File: src/rtl/multi_step_counter_pkg.sv
// ---------------------------------------------------------------------------
// multi_step_counter_pkg
// Shared definitions for the load/decrement counter family.
//   DEFAULT_WIDTH / DEFAULT_CHANNELS : default accumulator width and count
//   ZERO_VALUE                      : value an accumulator holds after reset
//   chan_idx_t                      : channel index type for the default
//                                     channel count
// ---------------------------------------------------------------------------
package multi_step_counter_pkg;

    localparam int unsigned DEFAULT_WIDTH    = 4;
    localparam int unsigned DEFAULT_CHANNELS = 4;
    localparam int unsigned ZERO_VALUE       = 0;

    typedef logic [$clog2(DEFAULT_CHANNELS)-1:0] chan_idx_t;

endpackage

File: src/rtl/multi_step_counter_step_sub.sv
// ---------------------------------------------------------------------------
// step_sub
// Combinational WIDTH-bit subtract with borrow detection and a
// saturate/wrap select applied to the result.
//   minuend_i    : current accumulator value
//   subtrahend_i : decrement step
//   result_o     : new accumulator value (0 on borrow when SATURATE = 1,
//                  modulo 2^WIDTH otherwise)
//   borrow_o     : high when subtrahend_i > minuend_i
// ---------------------------------------------------------------------------
module step_sub
    import multi_step_counter_pkg::*;
#(
    parameter int unsigned WIDTH    = DEFAULT_WIDTH,
    parameter bit          SATURATE = 1'b1
) (
    input  logic [WIDTH-1:0] minuend_i,
    input  logic [WIDTH-1:0] subtrahend_i,
    output logic [WIDTH-1:0] result_o,
    output logic             borrow_o
);

    logic [WIDTH:0] diffWide;

    // Subtract one bit wider than the operands so the top bit of the
    // difference is the borrow; the low bits are already the wrapped result.
    always_comb begin
        diffWide = {1'b0, minuend_i} - {1'b0, subtrahend_i};
        borrow_o = diffWide[WIDTH];
        if (SATURATE && diffWide[WIDTH]) begin
            result_o = WIDTH'(ZERO_VALUE);
        end else begin
            result_o = diffWide[WIDTH-1:0];
        end
    end

endmodule

File: src/rtl/multi_step_counter.sv
// ---------------------------------------------------------------------------
// multi_step_counter
// CHANNELS independent WIDTH-bit accumulators, each loadable from data_in
// and decremented by a programmable step. A round-robin pointer selects the
// channel that load/enable act on.
//   clock     : rising-edge clock
//   rst       : synchronous active-high reset
//   enable    : decrement the active channel by decre_in
//   load      : write data_in into the active channel (wins over enable)
//   next      : advance the pointer after this cycle's operation
//   data_in   : load value
//   decre_in  : decrement step
//   data_out  : value of the active channel
//   chan_idx  : active channel pointer
//   underflow : one-cycle pulse following a borrowing decrement
//   done_mask : bit i set when channel i holds zero
//   all_done  : every channel holds zero
// ---------------------------------------------------------------------------
module multi_step_counter
    import multi_step_counter_pkg::*;
#(
    parameter int unsigned WIDTH    = DEFAULT_WIDTH,
    parameter int unsigned CHANNELS = DEFAULT_CHANNELS,
    parameter bit          SATURATE = 1'b1
) (
    input  logic                        clock,
    input  logic                        rst,
    input  logic                        enable,
    input  logic                        load,
    input  logic                        next,
    input  logic [WIDTH-1:0]            data_in,
    input  logic [WIDTH-1:0]            decre_in,
    output logic [WIDTH-1:0]            data_out,
    output logic [$clog2(CHANNELS)-1:0] chan_idx,
    output logic                        underflow,
    output logic [CHANNELS-1:0]         done_mask,
    output logic                        all_done
);

    localparam int unsigned IDX_W = $clog2(CHANNELS);
    localparam logic [IDX_W-1:0] LAST_IDX = IDX_W'(CHANNELS - 1);

    logic [WIDTH-1:0] acc_q [CHANNELS];
    logic [WIDTH-1:0] acc_d [CHANNELS];
    logic [IDX_W-1:0] ptr_q;
    logic [IDX_W-1:0] ptr_d;
    logic             underflow_q;
    logic             underflow_d;

    logic [WIDTH-1:0] subResult;
    logic             subBorrow;

    // A single subtractor serves whichever channel the pointer selects.
    step_sub #(
        .WIDTH    (WIDTH),
        .SATURATE (SATURATE)
    ) uStepSub (
        .minuend_i    (acc_q[ptr_q]),
        .subtrahend_i (decre_in),
        .result_o     (subResult),
        .borrow_o     (subBorrow)
    );

    // Next-state: only the channel under the current (pre-advance) pointer
    // may change, load beats enable, and the pointer advances independently
    // of whatever operation happened this cycle.
    always_comb begin
        acc_d       = acc_q;
        ptr_d       = ptr_q;
        underflow_d = 1'b0;
        if (load) begin
            acc_d[ptr_q] = data_in;
        end else if (enable) begin
            acc_d[ptr_q] = subResult;
            underflow_d  = subBorrow;
        end
        if (next) begin
            ptr_d = (ptr_q == LAST_IDX) ? '0 : ptr_q + IDX_W'(1);
        end
    end

    // State registers; reset overrides any operation sampled on the same edge.
    always_ff @(posedge clock) begin
        if (rst) begin
            for (int i = 0; i < int'(CHANNELS); i++) begin
                acc_q[i] <= WIDTH'(ZERO_VALUE);
            end
            ptr_q       <= '0;
            underflow_q <= 1'b0;
        end else begin
            acc_q       <= acc_d;
            ptr_q       <= ptr_d;
            underflow_q <= underflow_d;
        end
    end

    // Zero status is decoded purely from the registered accumulators so no
    // input reaches an output without passing a register.
    always_comb begin
        done_mask = '0;
        for (int i = 0; i < int'(CHANNELS); i++) begin
            done_mask[i] = (acc_q[i] == WIDTH'(ZERO_VALUE));
        end
    end

    assign data_out  = acc_q[ptr_q];
    assign chan_idx  = ptr_q;
    assign underflow = underflow_q;
    assign all_done  = &done_mask;

endmodule

File: config.mk
export PLATFORM = sky130hd
export DESIGN_NAME = multi_step_counter
export DESIGN_NICKNAME = d
export VERILOG_FILES = /design/src/rtl/multi_step_counter_pkg.sv /design/src/rtl/multi_step_counter_step_sub.sv /design/src/rtl/multi_step_counter.sv
export SDC_FILE = /design/constraint.sdc
export NUM_CORES = 1
export LEC_CHECK = 0
export ABC_AREA = 1
export CAP_MARGIN = 0
export CORE_MARGIN = 2
export CORE_UTILIZATION = 45
export CTS_BUF_LIST = sky130_fd_sc_hd__clkbuf_16
export CTS_CLUSTER_DIAMETER = 60
export DETAILED_ROUTE_END_ITERATION = 8
export PLACE_DENSITY_LB_ADDON = 0.25
export SLEW_MARGIN = 20
export SYNTH_ARGS = -nofsm -noshare
export SYNTH_HDL_FRONTEND = slang
export SYNTH_HIERARCHICAL = 1
export SYNTH_SLANG_ARGS = --single-unit
File: constraint.sdc
create_clock -name clock -period 4.51 [get_ports clock]
set_input_delay 0.902 -clock clock [delete_from_list [all_inputs] [get_ports clock]]
set_output_delay 0.902 -clock clock [all_outputs]
set_load 0.02 [all_outputs]
# After elaboration in Yosys (flattened, before gate mapping)
# Cells that the tools add are included.
# W data, S select, Z words.
# word_totals
register_bits	19
word_cells	32
in_bits	13
out_inout_bits	12
# classes
muxes	11
eq_ne	1
addsub	2
bitwise_logic	2
n_lt_le_gt_ge	2
reduce_logical	8
# op_table
op	count
$bwmux W16	2
$mux W16	2
$logic_not A4 Y1	4
$mux W4	4
$bmux W4 S2	1
$demux W4 S2	1
$sub A4 B4 Y5	1
$reduce_and A4 Y1	1
$ge A3 B3 Y1 const B	1
$lt A3 B1 Y1 const B	1
$not A2 Y3	1
$reduce_or A3 Y1	1
$add A2 B1 Y2 const B	1
$eq A2 B2 Y1 const B	1
$mux W2	1
$reduce_bool A2 Y1	1
$logic_and A1 B1 Y1	1
$not A1 Y1	1

# Longest topological paths before layout
# Gate-level depths: netlist of the first run.
# depth
ltp_word	9
depth_mapped	21

# Modules after synthesis
# The synthesis of the first run kept the hierarchy.
# modules_own_cells
mod	cells_per_inst	area_per_inst_um2	instances
multi_step_counter	176	1069.8	1
step_sub	30	171.4	1

# Least setup slack after synthesis of the first run
# OpenSTA, ideal clock, no wires.
# synth_path
path_kind	reg-to-reg
startpoint	reg ptr_q[0], in the netlist chan_idx[0]
endpoint	reg acc_q[4] in the netlist's numbering
arrival_ns	2.362
setup_ns	0.113
t_required_ns	4.397
n_path_buf	1
synth_period_minus_slack_ns	2.475
slack_ns	2.035
stages_incl_launch_ff	21
cell_sequence	dfxtp_1 > buf_2 > inv_2 > o21ai_0 > nand2_1 > inv_1 > ha_1 > inv_1 > fa_1 > nand2_1 > nand2_1 > nand2_1 > nand2_2 > inv_2 > nor2_1 > inv_1 > nand2_1 > nand2_1 > inv_1 > nor2_1 > nor2_1
# synth_between
elab_chain_len	9
elab_cells_between_ends	15
# synth_lines
element	line_no	source
from (decl)	multi_step_counter.sv:45	logic [IDX_W-1:0] ptr_q;
from (signal assigned)	multi_step_counter.sv:92	ptr_q <= ptr_d;
$not A2 Y3	n/a	
$bmux W4 S2	n/a	
$mux W4 (2 in a row)	n/a	
via data_out[0]	multi_step_counter.sv:33	output logic [WIDTH-1:0] data_out,
$sub A4 B4 Y5	multi_step_counter_step_sub.sv:28	diffWide = {1'b0, minuend_i} - {1'b0, subtrahend_i};
via subBorrow	multi_step_counter.sv:51	logic subBorrow;
$mux W4	multi_step_counter_step_sub.sv:30	if (SATURATE && diffWide[WIDTH]) begin
via subResult[0]	multi_step_counter.sv:50	logic [WIDTH-1:0] subResult;
$bwmux W16	multi_step_counter.sv:74	acc_d[ptr_q] = subResult;
$mux W16	multi_step_counter.sv:73	end else if (enable) begin
$mux W16	multi_step_counter.sv:71	if (load) begin
to (signal, indexed assignment)	multi_step_counter.sv:86	acc_q[i] <= WIDTH'(ZERO_VALUE);
to (decl)	multi_step_counter.sv:43	logic [WIDTH-1:0] acc_q [CHANNELS];
# The timed path passes the listed nets, and every way through them passes these cells. The select of a mux whose other input is x is not followed.
# A chain may end at the register's enable or synchronous reset.

# Worst setup path after layout of the first run
# layout_path
startpoint	reg ptr_q[0], in the netlist chan_idx[0]
endpoint	out data_out[1]
# layout_between
elab_chain_len	4
# layout_lines
element	line_no	source
$not A2 Y3 (implied by the code)	multi_step_counter.sv:106	assign data_out = acc_q[ptr_q];
$bmux W4 S2	multi_step_counter.sv:106	
$mux W4 (implied by the code) (2 in a row)	multi_step_counter.sv:106	
to (decl)	multi_step_counter.sv:33	
# No other way between the ends. The select of a mux whose other input is x is not followed.

==> results of run 1 <==
critical path: cells and delay by family (launching register included):
kind	cells	cell delay, ns
flops	1	0.56
buf+inv	2	0.80
simple gates	1	0.16
compound gates	2	0.30
power breakdown:
group	leakage (nW)	switching, mW	internal (mW)	total, mW
registers	0.156	0.00843	0.182	0.190
logic	0.658	0.118	0.0823	0.200
clock network	0.0423	0.0642	0.118	0.182
stage by stage:
step | setup WS [ns] | utilization (%) | hold slack (ns) | instance area (um^2) | total power [mW]
2_1_floorplan | 2.035 | - | 0.4550 | 1241 | 0.3248
3_3_place_gp | 1.737 | 55.71 | 0.4774 | 1496 | 0.3945
3_5_place_dp | 1.710 | 55.71 | 0.4816 | 1496 | 0.3943
4_1_cts | 1.533 | 58.64 | 0.4879 | 1575 | 0.5773
5_1_grt | 1.374 | 58.64 | 0.5535 | 1575 | 0.6150
6_report | 1.532 | 58.64 | 0.4883 | 1575 | 0.5727
layer usage:
layer	wire length [um]	track usage [%]
met5	0	0
met4	44	7.143
met3	120	3.226
met2	1247	32.39
met1	1315	25.39
cell families after synthesis:
| kind of cell | Yosys count |
|---|---|
| simple gates | 115 |
| fa+ha+maj | 9 |
| compound gates | 25 |
| buf+inv | 38 |
| flops | 19 |
cell type report:
| type | instances | area [um^2] | share of cell area (%) |
|---|---|---|---|
| Clock inverter | 1 | 3.754 | 0.2383 |
| Clock buffer | 3 | 75.07 | 4.766 |
| Inverter | 35 | 131.4 | 8.340 |
| Tap cell | 31 | 38.79 | 2.462 |
| Timing Repair Buffer | 24 | 240.2 | 15.25 |
| Sequential cell | 19 | 380.4 | 24.15 |
| Multi-Input combinational cell | 149 | 705.7 | 44.80 |
state kept, by name (all words and copies together), names as in the netlist:
name       flops
chan_idx       2
acc_q         16
underflow      1
how the worst max path moves through the flow:
stage / cells past startpoint / endpoint
detailed placement: 16 / acc_q[4]
global route: 5 / data_out[1]
floorplan: 20 / acc_q[4]
global placement: 16 / acc_q[4]
finish: 5 / data_out[1]
CTS: 5 / data_out[1]
synthesized netlist by cell type (all sizes together):
cell / number
nor2: 47
o21ai: 14
dfxtp: 19
nor3: 1
ha: 8
inv: 34
a21oi: 11
nand3: 2
fa: 1
clkinv: 1
buf: 3
nand2: 65
cell usage in the layout, fill, tap and decap left out, drive strengths merged:
cell type,instances
ha,8
clkbuf,3
inv,35
o21ai,14
nor3,1
nand3,2
dfxtp,19
clkdlybuf4s50,24
nor2,47
a21oi,11
clkinv,1
fa,1
nand2,65
==> flow_summary.toml, run 1 <==
[setup_path]
crit_chain = "inv_2 > a21oi_1 > o21ai_0 > nand2_1 > clkdlybuf4s50_1"
crit_path_start_kind = "flop"
max_stage_delay_ns = 0.63
r2r_cells = 19
r2r-start = "chan_idx[0]"
cpMaxStageDelayCell = "clkdlybuf4s50_1"
critPathRequiredTime_ns = 3.61
reg2reg_to = "acc_q[0]"
cp-end-kind = "output port"
startpoint = "chan_idx[0]"
crit_type = "flop to output port"
crit_fanout = 13
ff2ff_setup_slack_ns = 1.96
critPathArrivalTime_ns = 2.08

[synthesis]
netlist_instances = 206
synth.area.mux_share_pct = 0
syn_area_um2 = 1241
synth_compound_area_share_pct = 11.90
synthesis.nets = 228
synth_top_area_share_pct = 30.65
synth_xor_xnor_area_share_pct = 0
ys_ff_latch = 19
yosysTopAreaCell = "dfxtp_1"
synthDistinctLibCells = 18
netlist_top_cells_area = "dfxtp_1, nand2_1, nor2_1"
synth_top_family_by_area = "simple AND/OR/NAND/NOR gates"
synth_seq_area_share_pct = 30.65
avgSynthCellArea_um2 = 6.025
yosysWarnings = 6
yosys.area_share.simple_pct = 35.28
synth_fa_ha_area_share_pct = 9.677

[detailed_routing]
via_per_inst = 4.668
dr.pass1.iters = 4
postRouteWirelength_um = 2728
first_iter_violations = 49
drc_errors = 0
vias = 1223
antenna_left = 0
wl_per_cell_um = 10.41

[outcome]
status = "finished clean"

[die]
die_w_um = 56.52
core_um2 = 2686
start_util_pct = 46.20
die_area_um2 = 3195
io_pins = 25
die_h_um = 56.52
rows = 19

[sta]
finalHoldViolCount = 0
grt_setup_unrepaired = "false"
finalMaxSlewViolations = 0
final-setup-viol-count = 0
period_needed_ns = 2.978
finalSetupTns_ns = 0
worst_slew_pin_slew_ns = 0.5351
fin_crit_sh_pct = 66.03
timing.fmax_ghz = 0.3358
relSlewSlack_pct = 64.22
skew_ns = 0.001792

[global_routing]
grt_pass1_wl_um = 4885
grt_start_max_net_pins = 19
antenna_found_initial = 0
grtUsageTotal_pct = 19.54
grt_pass1_vias = 1160
grt-ovfl-total = 0

[clocking]
cts_made_buffers = 3
cts_setup_buffers = 0
clk_latency_ns = 0.25
cts_tree = "yes"
ctsHoldBuffers = 0
cts_root_buf = "clkbuf_16"
htreeDepth = 1
cts_sinks = 19
path_clk_slew_ns = 0.05
cts_resized = 0
clock_path_buffers = 2

[final_layout]
syn_to_final_growth_pct = 26.92
fillers = 273
instances_no_fill = 262
finalNetCount = 254
post_route_cells_drive_above_1_share_pct = 4.762
antenna_cells = 0

[placed_design]
dp_cells = 258
dp_hpwl_um = 2075
portBuffers = 24
gp_congestion = 0.8851

[worst_hold_path]
hp-class = "flop to flop"
whs_endpoint = "acc_q[8]"
holdPathStages = 2
hp-start = "acc_q[8]"

[job]
maxCapViolCount = 0

[power]
p_per_area_nw_per_um2 = 363.6
ir_worst_vdd_mv = 0.2310
power.leakage_nw = 0.8558
(Power assumes the default switching activity.)
==> run 2: changes to the inputs <==
- clock period: 4.51 -> 2.55 ns (I/O delays scaled with it)
==> flow_summary.toml, run 2 (synthesis gave the netlist of run 1 again) <==
[outcome]
status = "finished clean"

[die]
rows = 19
die_w_um = 56.52
die_h_um = 56.52
start_util_pct = 46.20
die_area_um2 = 3195
core_um2 = 2686
io_pins = 25

[clocking]
cts_setup_buffers = 0
path_clk_slew_ns = 0.05
cts_sinks = 19
htreeDepth = 1
cts_tree = "yes"
clock_path_buffers = 2
cts_root_buf = "clkbuf_16"
ctsHoldBuffers = 0
cts_made_buffers = 3
cts_resized = 0
clk_latency_ns = 0.25

[setup_path]
critPathArrivalTime_ns = 1.81
crit_type = "flop to output port"
crit_chain = "inv_4 > buf_4 > a21oi_1 > o21ai_0 > nand2_1 > clkdlybuf4s50_1"
critPathRequiredTime_ns = 2.04
cp-end-kind = "output port"
crit_path_start_kind = "flop"
max_stage_delay_ns = 0.60
cpMaxStageDelayCell = "clkdlybuf4s50_1"
crit_fanout = 8
r2r-start = "chan_idx[0]"
startpoint = "chan_idx[0]"

[sta]
finalHoldViolCount = 0
worst_slew_pin_slew_ns = 0.5362
finalSetupTns_ns = 0
relSlewSlack_pct = 64.14
skew_ns = 0.002048
timing.fmax_ghz = 0.4319
holdWs_ns = 0.5105
finalMaxSlewViolations = 0
period_needed_ns = 2.316
final-setup-viol-count = 0
fin_crit_sh_pct = 90.80

[worst_hold_path]
hp-start = "acc_q[8]"
hp-class = "flop to flop"

[detailed_routing]
postRouteWirelength_um = 2767
via_per_inst = 4.640
first_iter_violations = 37
drc_errors = 0
vias = 1225
dr.pass1.iters = 4
antenna_left = 0
wl_per_cell_um = 10.48

[global_routing]
grt_pass1_vias = 1170
grt_pass1_wl_um = 5085
grt_start_max_net_pins = 19
grt-ovfl-total = 0
antenna_found_initial = 0
grtUsageTotal_pct = 20.28

[power]
p_per_area_nw_per_um2 = 636.9
p_total_mw = 1.021
ir_worst_vdd_mv = 0.5132
power.leakage_nw = 0.8674

[final_layout]
layout_commonest_cell = "nand2_1"
post_route_cells_drive_above_1_share_pct = 7.296
fin_area_um2 = 1603
seq_area_um2 = 385.4
antenna_cells = 0
final_cell_mix = "nand2_1, nor2_1, inv_1, clkdlybuf4s50_1, dfxtp_1"
finalNetCount = 256
syn_to_final_growth_pct = 29.13
multi_input_area_um2 = 708.2
instances_no_fill = 264
fillers = 280
top_register = "acc_q"
largest_reg_flops = 16

[placed_design]
place_area_um2 = 1511
dp_cells = 260
portBuffers = 24
dp_hpwl_um = 2153
gp_congestion = 0.8957

[job]
maxCapViolCount = 0
-- run 2: through the flow --
step | util (%) | setup WS [ns]
floorplan | - | 0.07477
global placement | 56.26 | 0.1565
detailed placement | 56.26 | 0.1060
CTS | 59.20 | 0.05114
global route | 59.66 | -0.004811
finish | 59.66 | 0.2345
-- run 2: worst paths after layout --
kind	endpoint	slack [ns]	cells past startpoint
worst max-delay path	data_out[3]	0.23	6
worst min-delay path	acc_q[8]	0.51	2
worst max register to register	acc_q[12]	0.26	19
worst min register to register	acc_q[8]	0.51	2
-- run 2: critical path: cells and delay by family, from the launching register on --
| kind | cells | cell delay [ns] |
|---|---|---|
| AOI/OAI and AO/OA | 2 | 0.24 |
| and+or+nand+nor | 1 | 0.12 |
| buffers and inverters | 3 | 0.80 |
| DFF | 1 | 0.39 |
-- run 2: layer usage --
| layer | track usage (%) | up-vias | wire length (um) |
|---|---|---|---|
| met5 | 0 | - | 0 |
| met4 | 7.143 | 0 | 30 |
| met3 | 4.147 | 3 | 109 |
| met2 | 32.39 | 20 | 1294 |
| met1 | 27.05 | 534 | 1332 |
| li1 | - | 668 | - |
-- run 2: where the power goes --
group / internal [mW] / leakage (nW) / switching, mW / total, mW
clock network: 0.209 / 0.0423 / 0.112 / 0.320
logic: 0.151 / 0.668 / 0.213 / 0.364
registers: 0.322 / 0.157 / 0.0144 / 0.336
total: 0.681 / 0.867 / 0.339 / 1.02
-- run 2: cell type report --
type	instances	area share, %
multi-input combinational	149	44.18
sequential	19	24.04
timing repair buffer	26	15.93
inverter	35	8.509
clock buffer	3	4.684
tap	31	2.420
clock inverter	1	0.2342
==> run 3: changes to the inputs <==
- CORE_UTILIZATION: 45 -> 29
- SYNTH_HIERARCHICAL: 1 -> unset
==> flow_summary.toml, run 3 <==
[final_layout]
layout_commonest_cell = "inv_1"
seq_area_um2 = 380.4
instances_no_fill = 270
fillers = 469
final_util_pct = 38.05
largest_reg_flops = 16
final_cell_mix = "inv_1, nand2_1, a21oi_1, clkdlybuf4s50_1, dfxtp_1"
multi_input_area_um2 = 674.4
syn_to_final_growth_pct = 27.06
post_route_cells_drive_above_1_share_pct = 10.09
antenna_cells = 0
finalNetCount = 241
top_register = "acc_q"

[synthesis]
synthDistinctLibCells = 26
synth_top_area_share_pct = 29.17
ys_ff_latch = 19
synth_common_cells = "inv_1, a21oi_1, nand2_1"
synth_edf_count = 0
syn_area_um2 = 1304
async_flop_share_pct = 0
netlist_top_cells_area = "dfxtp_1, inv_1, a21oi_1"
synthesis.nets = 215
yosysWarnings = 0
synth.most_common_cell = "inv_1"
synth_seq_area_share_pct = 29.17
yosysTopAreaCell = "dfxtp_1"
avgSynthCellArea_um2 = 6.755
ys.flop_type = "dfxtp_1"
netlist_instances = 193

[clocking]
cts_root_buf = "clkbuf_16"
ctsHoldBuffers = 0
htreeDepth = 1
cts_setup_buffers = 0
path_clk_slew_ns = 0.06
cts_made_buffers = 3
clock_path_buffers = 2
clk_latency_ns = 0.26
cts_resized = 2
cts_tree = "yes"
cts_sinks = 19

[sta]
relSlewSlack_pct = 50.46
fin_crit_sh_pct = 94.24
period_needed_ns = 2.403
worst_slew_pin_slew_ns = 0.7407
finalSetupTns_ns = 0
holdWs_ns = 0.5592
final-setup-viol-count = 0
finalHoldViolCount = 0
skew_ns = 0.003407
finalMaxSlewViolations = 0
grt_setup_unrepaired = "false"
timing.fmax_ghz = 0.4161

[detailed_routing]
dr.pass1.iters = 4
antenna_left = 0
postRouteWirelength_um = 3381
drc_errors = 0
first_iter_violations = 54
wl_per_cell_um = 12.52
via_per_inst = 4.570
vias = 1234

[setup_path]
crit_path_start_kind = "flop"
critPathArrivalTime_ns = 1.89
cp_common_cell = "a21oi_1"
crit_fanout = 11
crit_type = "flop to output port"
critPathRequiredTime_ns = 2.04
cp-end-kind = "output port"
cpMaxStageDelayCell = "clkdlybuf4s50_1"
max_stage_delay_ns = 0.65
crit_chain = "clkinv_2 > o21ai_0 > a21oi_1 > a21oi_1 > clkdlybuf4s50_1"

[die]
die_h_um = 71.05
die_area_um2 = 5048
io_pins = 25
die_w_um = 71.05
core_um2 = 4354
start_util_pct = 29.94
rows = 24

[placed_design]
gp_congestion = 0.8445
dp_cells = 266
portBuffers = 24
dp_hpwl_um = 2671

[power]
p_per_area_nw_per_um2 = 616.9
power.leakage_nw = 0.8264
ir_worst_vdd_mv = 0.3223

[global_routing]
grt_pass1_vias = 1172
grtUsageTotal_pct = 14.70
antenna_found_initial = 0
grt_start_max_net_pins = 20
grt_pass1_wl_um = 5685
grt-ovfl-total = 0

[worst_hold_path]
hp-class = "flop to flop"

[job]
maxCapViolCount = 0

[outcome]
status = "finished clean"
[run 3: layout make-up]
type	instances	share of cell area (%)
Inverter	54	12.31
Tap cell	52	3.927
Multi-Input combinational cell	115	40.71
Clock buffer	3	4.532
Timing Repair Buffer	26	15.33
Sequential cell	19	22.96
Clock inverter	1	0.2266
[run 3: path summary, 6_finish.rpt]
| kind | slack [ns] | to | cells after the start | from |
|---|---|---|---|---|
| worst max-delay path | 0.15 | data_out[3] | 5 | chan_idx[1] |
| worst max register to register | 0.35 | acc_q[6] | 15 | chan_idx[1] |
| worst min-delay path | 0.56 | acc_q[15] | 4 | acc_q[15] |
| worst min register to register | 0.56 | acc_q[15] | 4 | acc_q[15] |
[run 3: worst max-delay path, delay by kind of cell, from the launching register on]
kind | cells | cell delay, ns
buffers and inverters | 2 | 0.82
flip-flops | 1 | 0.40
AO/OA/AOI/OAI | 3 | 0.42
[run 3: report_power, final]
group | switching [mW] | internal, mW | leakage [nW]
registers | 0.0102 | 0.319 | 0.156
logic | 0.217 | 0.147 | 0.629
clock network | 0.120 | 0.209 | 0.0423
[run 3: logic make-up after synthesis]
group                      Yosys count  synth area share (%)
AOI/OAI and AO/OA                   38                 15.07
adders and majority gates            9                 9.213
buffers and inverters               59                 19.10
DFF                                 19                 29.17
and+or+nand+nor                     68                 27.45
[run 3: routing by layer]
metal / wire length, um / GRT usage, %
met5: 0 / 0
met4: 82 / 5.660
met3: 229 / 3.846
met2: 1397 / 20.87
met1: 1671 / 21.19
[run 3: through the flow]
stage,power [mW],worst slack (ns),cell area [um^2]
3_5_place_dp,0.7014,0.1918,1578
3_3_place_gp,0.7047,0.2046,1578
6_report,1.022,0.1470,1657
4_1_cts,1.031,0.1120,1657
5_1_grt,1.087,0.01207,1657
2_1_floorplan,0.5755,0.1304,1304
==> RTL change (settings of run 2) <==
`SATURATE` is set to 1'b1 in 2 places; all go to 1'b0.
--- a/src/rtl/multi_step_counter_step_sub.sv
+++ b/src/rtl/multi_step_counter_step_sub.sv
@@ -14,3 +14,3 @@
     parameter int unsigned WIDTH    = DEFAULT_WIDTH,
-    parameter bit          SATURATE = 1'b1
+    parameter bit          SATURATE = 1'b0
 ) (
--- a/src/rtl/multi_step_counter.sv
+++ b/src/rtl/multi_step_counter.sv
@@ -23,3 +23,3 @@
     parameter int unsigned CHANNELS = DEFAULT_CHANNELS,
-    parameter bit          SATURATE = 1'b1
+    parameter bit          SATURATE = 1'b0
 ) (
Function: changed (a bounded check fails within 4 cycles, from zero or initial values and one cycle with rst high).
==> RTL change against run 2 <==
  * Clock skew is 0.00095 ns lower
  * Worst setup slack worse by 0.14 ns
  * Synthesized cell count is 3.9% lower
  * Fmax is 5.6% lower
  * First-iteration DRC count is 38% lower
  * Final area is 3.4% lower
  * Critical path type unchanged
  * Largest cell class unchanged
  * Power is 0.62% higher
  * Synthesized area is 2.2% lower
  * Sequential cell count stayed put
  * Routed wire length is 4.2% higher
  * Clock power is 2% higher
  * Sequential share of layout area is 0.59 points higher
==> RTL change: results (changes against run 2) <==
Met1 Use GR -> 26.32% (was 27.05%)
Reg2Reg Setup Slack -> 0.29 ns (was 0.26 ns)
Cells after synthesis -> 198 (was 206)
Crit path to -> data_out[1] (was data_out[3])
Clock Skews -> 0.001094 ns (was 0.002048 ns)
R2R Path End -> acc_q[15]$_SDFFE_PP0P_ (was acc_q[12]$_SDFFE_PP0P_)
Met1 wire length -> 1.354 mm (was 1.332 mm)
Register area share after synthesis -> 31.34% (was 30.65%)
DRT iter0 DRCs -> 23 (was 37)
Slew margin rel. -> 63.06% (was 64.14%)
Synth area leaders -> dfxtp_1, nand2_1, nor2_1 (unchanged)
Number of global-route vias before repair -> 1058 (was 1170)
Tmin final -> 2.454 ns (was 2.316 ns)
Post-DP Area -> 1468 um^2 (was 1511 um^2)
DP Cell Count -> 249 (was 260)
Met3 usage -> 4.651% (was 4.147%)
DP HPWL -> 2.160 mm (was 2.153 mm)
Outcome -> completed (unchanged)
Leak pwr -> 0.0008363 uW (was 0.0008674 uW)
Family with the most delay on the worst path -> buffers and inverters (unchanged)
Top cells by count, synth -> nand2_1, nor2_1, inv_1, dfxtp_1, a21oi_1 (unchanged)
Pre-CTS WS -> 0.2339 ns (was 0.1060 ns)
Critical Path AT -> 1.94 ns (was 1.81 ns)
Vias post-DR -> 1188 (was 1225)
First-pass GRT wire length -> 4.809 mm (was 5.085 mm)
Delay of the slowest cell on the worst path -> 0.62 ns (was 0.60 ns)
Diode count -> 0 (unchanged)
Peak supply drop -> 542.2 uV (was 513.2 uV)
R2r startpoint -> chan_idx[1]$_SDFFE_PP0P_ (was chan_idx[0]$_SDFFE_PP0P_)
Total track usage -> 20.27% (was 20.28%)
Routed WL -> 2.884 mm (was 2.767 mm)
Routed length on met2 -> 1.297 mm (was 1.294 mm)
WL met3 -> 161 um (was 109 um)
RePlAce Congestion -> 0.8421 (was 0.8957)
## RTL change: tightest hold or removal path, cell delays in order, from the launching register on
cell and delay, ns:
dfxtp_1 0.31, nor2_1 0.09, nor2_1 0.05
## RTL change: worst min path at each step
stage | to | start | slack [ns] | cells after the start
floorplan | acc_q[8]$_SDFFE_PP0P_ | acc_q[8]$_SDFFE_PP0P_ | 0.46 | 2
global placement | acc_q[8]$_SDFFE_PP0P_ | acc_q[8]$_SDFFE_PP0P_ | 0.48 | 2
detailed placement | acc_q[8]$_SDFFE_PP0P_ | acc_q[8]$_SDFFE_PP0P_ | 0.49 | 2
CTS | acc_q[8]$_SDFFE_PP0P_ | acc_q[8]$_SDFFE_PP0P_ | 0.49 | 2
global route | acc_q[8]$_SDFFE_PP0P_ | acc_q[8]$_SDFFE_PP0P_ | 0.55 | 2
finish | acc_q[8]$_SDFFE_PP0P_ | acc_q[8]$_SDFFE_PP0P_ | 0.49 | 2
## RTL change: kinds of logic after synthesis
| logic type | share of synthesized area (%) |
|---|---|
| adders and majority gates | 9.897 |
| DFF | 31.34 |
| and+or+nand+nor | 34.02 |
| buffers and inverters | 11.86 |
| AOI/OAI and AO/OA | 12.17 |
| xor gates and xnor gates | 0.7218 |
## RTL change: cell type report
| cell class | instances | area [um^2] |
|---|---|---|
| Inverter | 32 | 120.1 |
| Sequential cell | 19 | 381.6 |
| Multi-Input combinational cell | 144 | 689.4 |
| Clock inverter | 1 | 5.005 |
| Clock buffer | 3 | 75.07 |
| Timing Repair Buffer | 24 | 240.2 |
| Fill cell | 237 | 973.4 |
| Tap cell | 30 | 37.54 |
## RTL change: power breakdown
part | total [uW] | leakage [uW] | internal [uW] | switching [uW]
Sequential | 339 | 0.000156 | 323 | 16.2
Clock | 327 | 0.0000409 | 210 | 117
Combinational | 361 | 0.000639 | 146 | 214
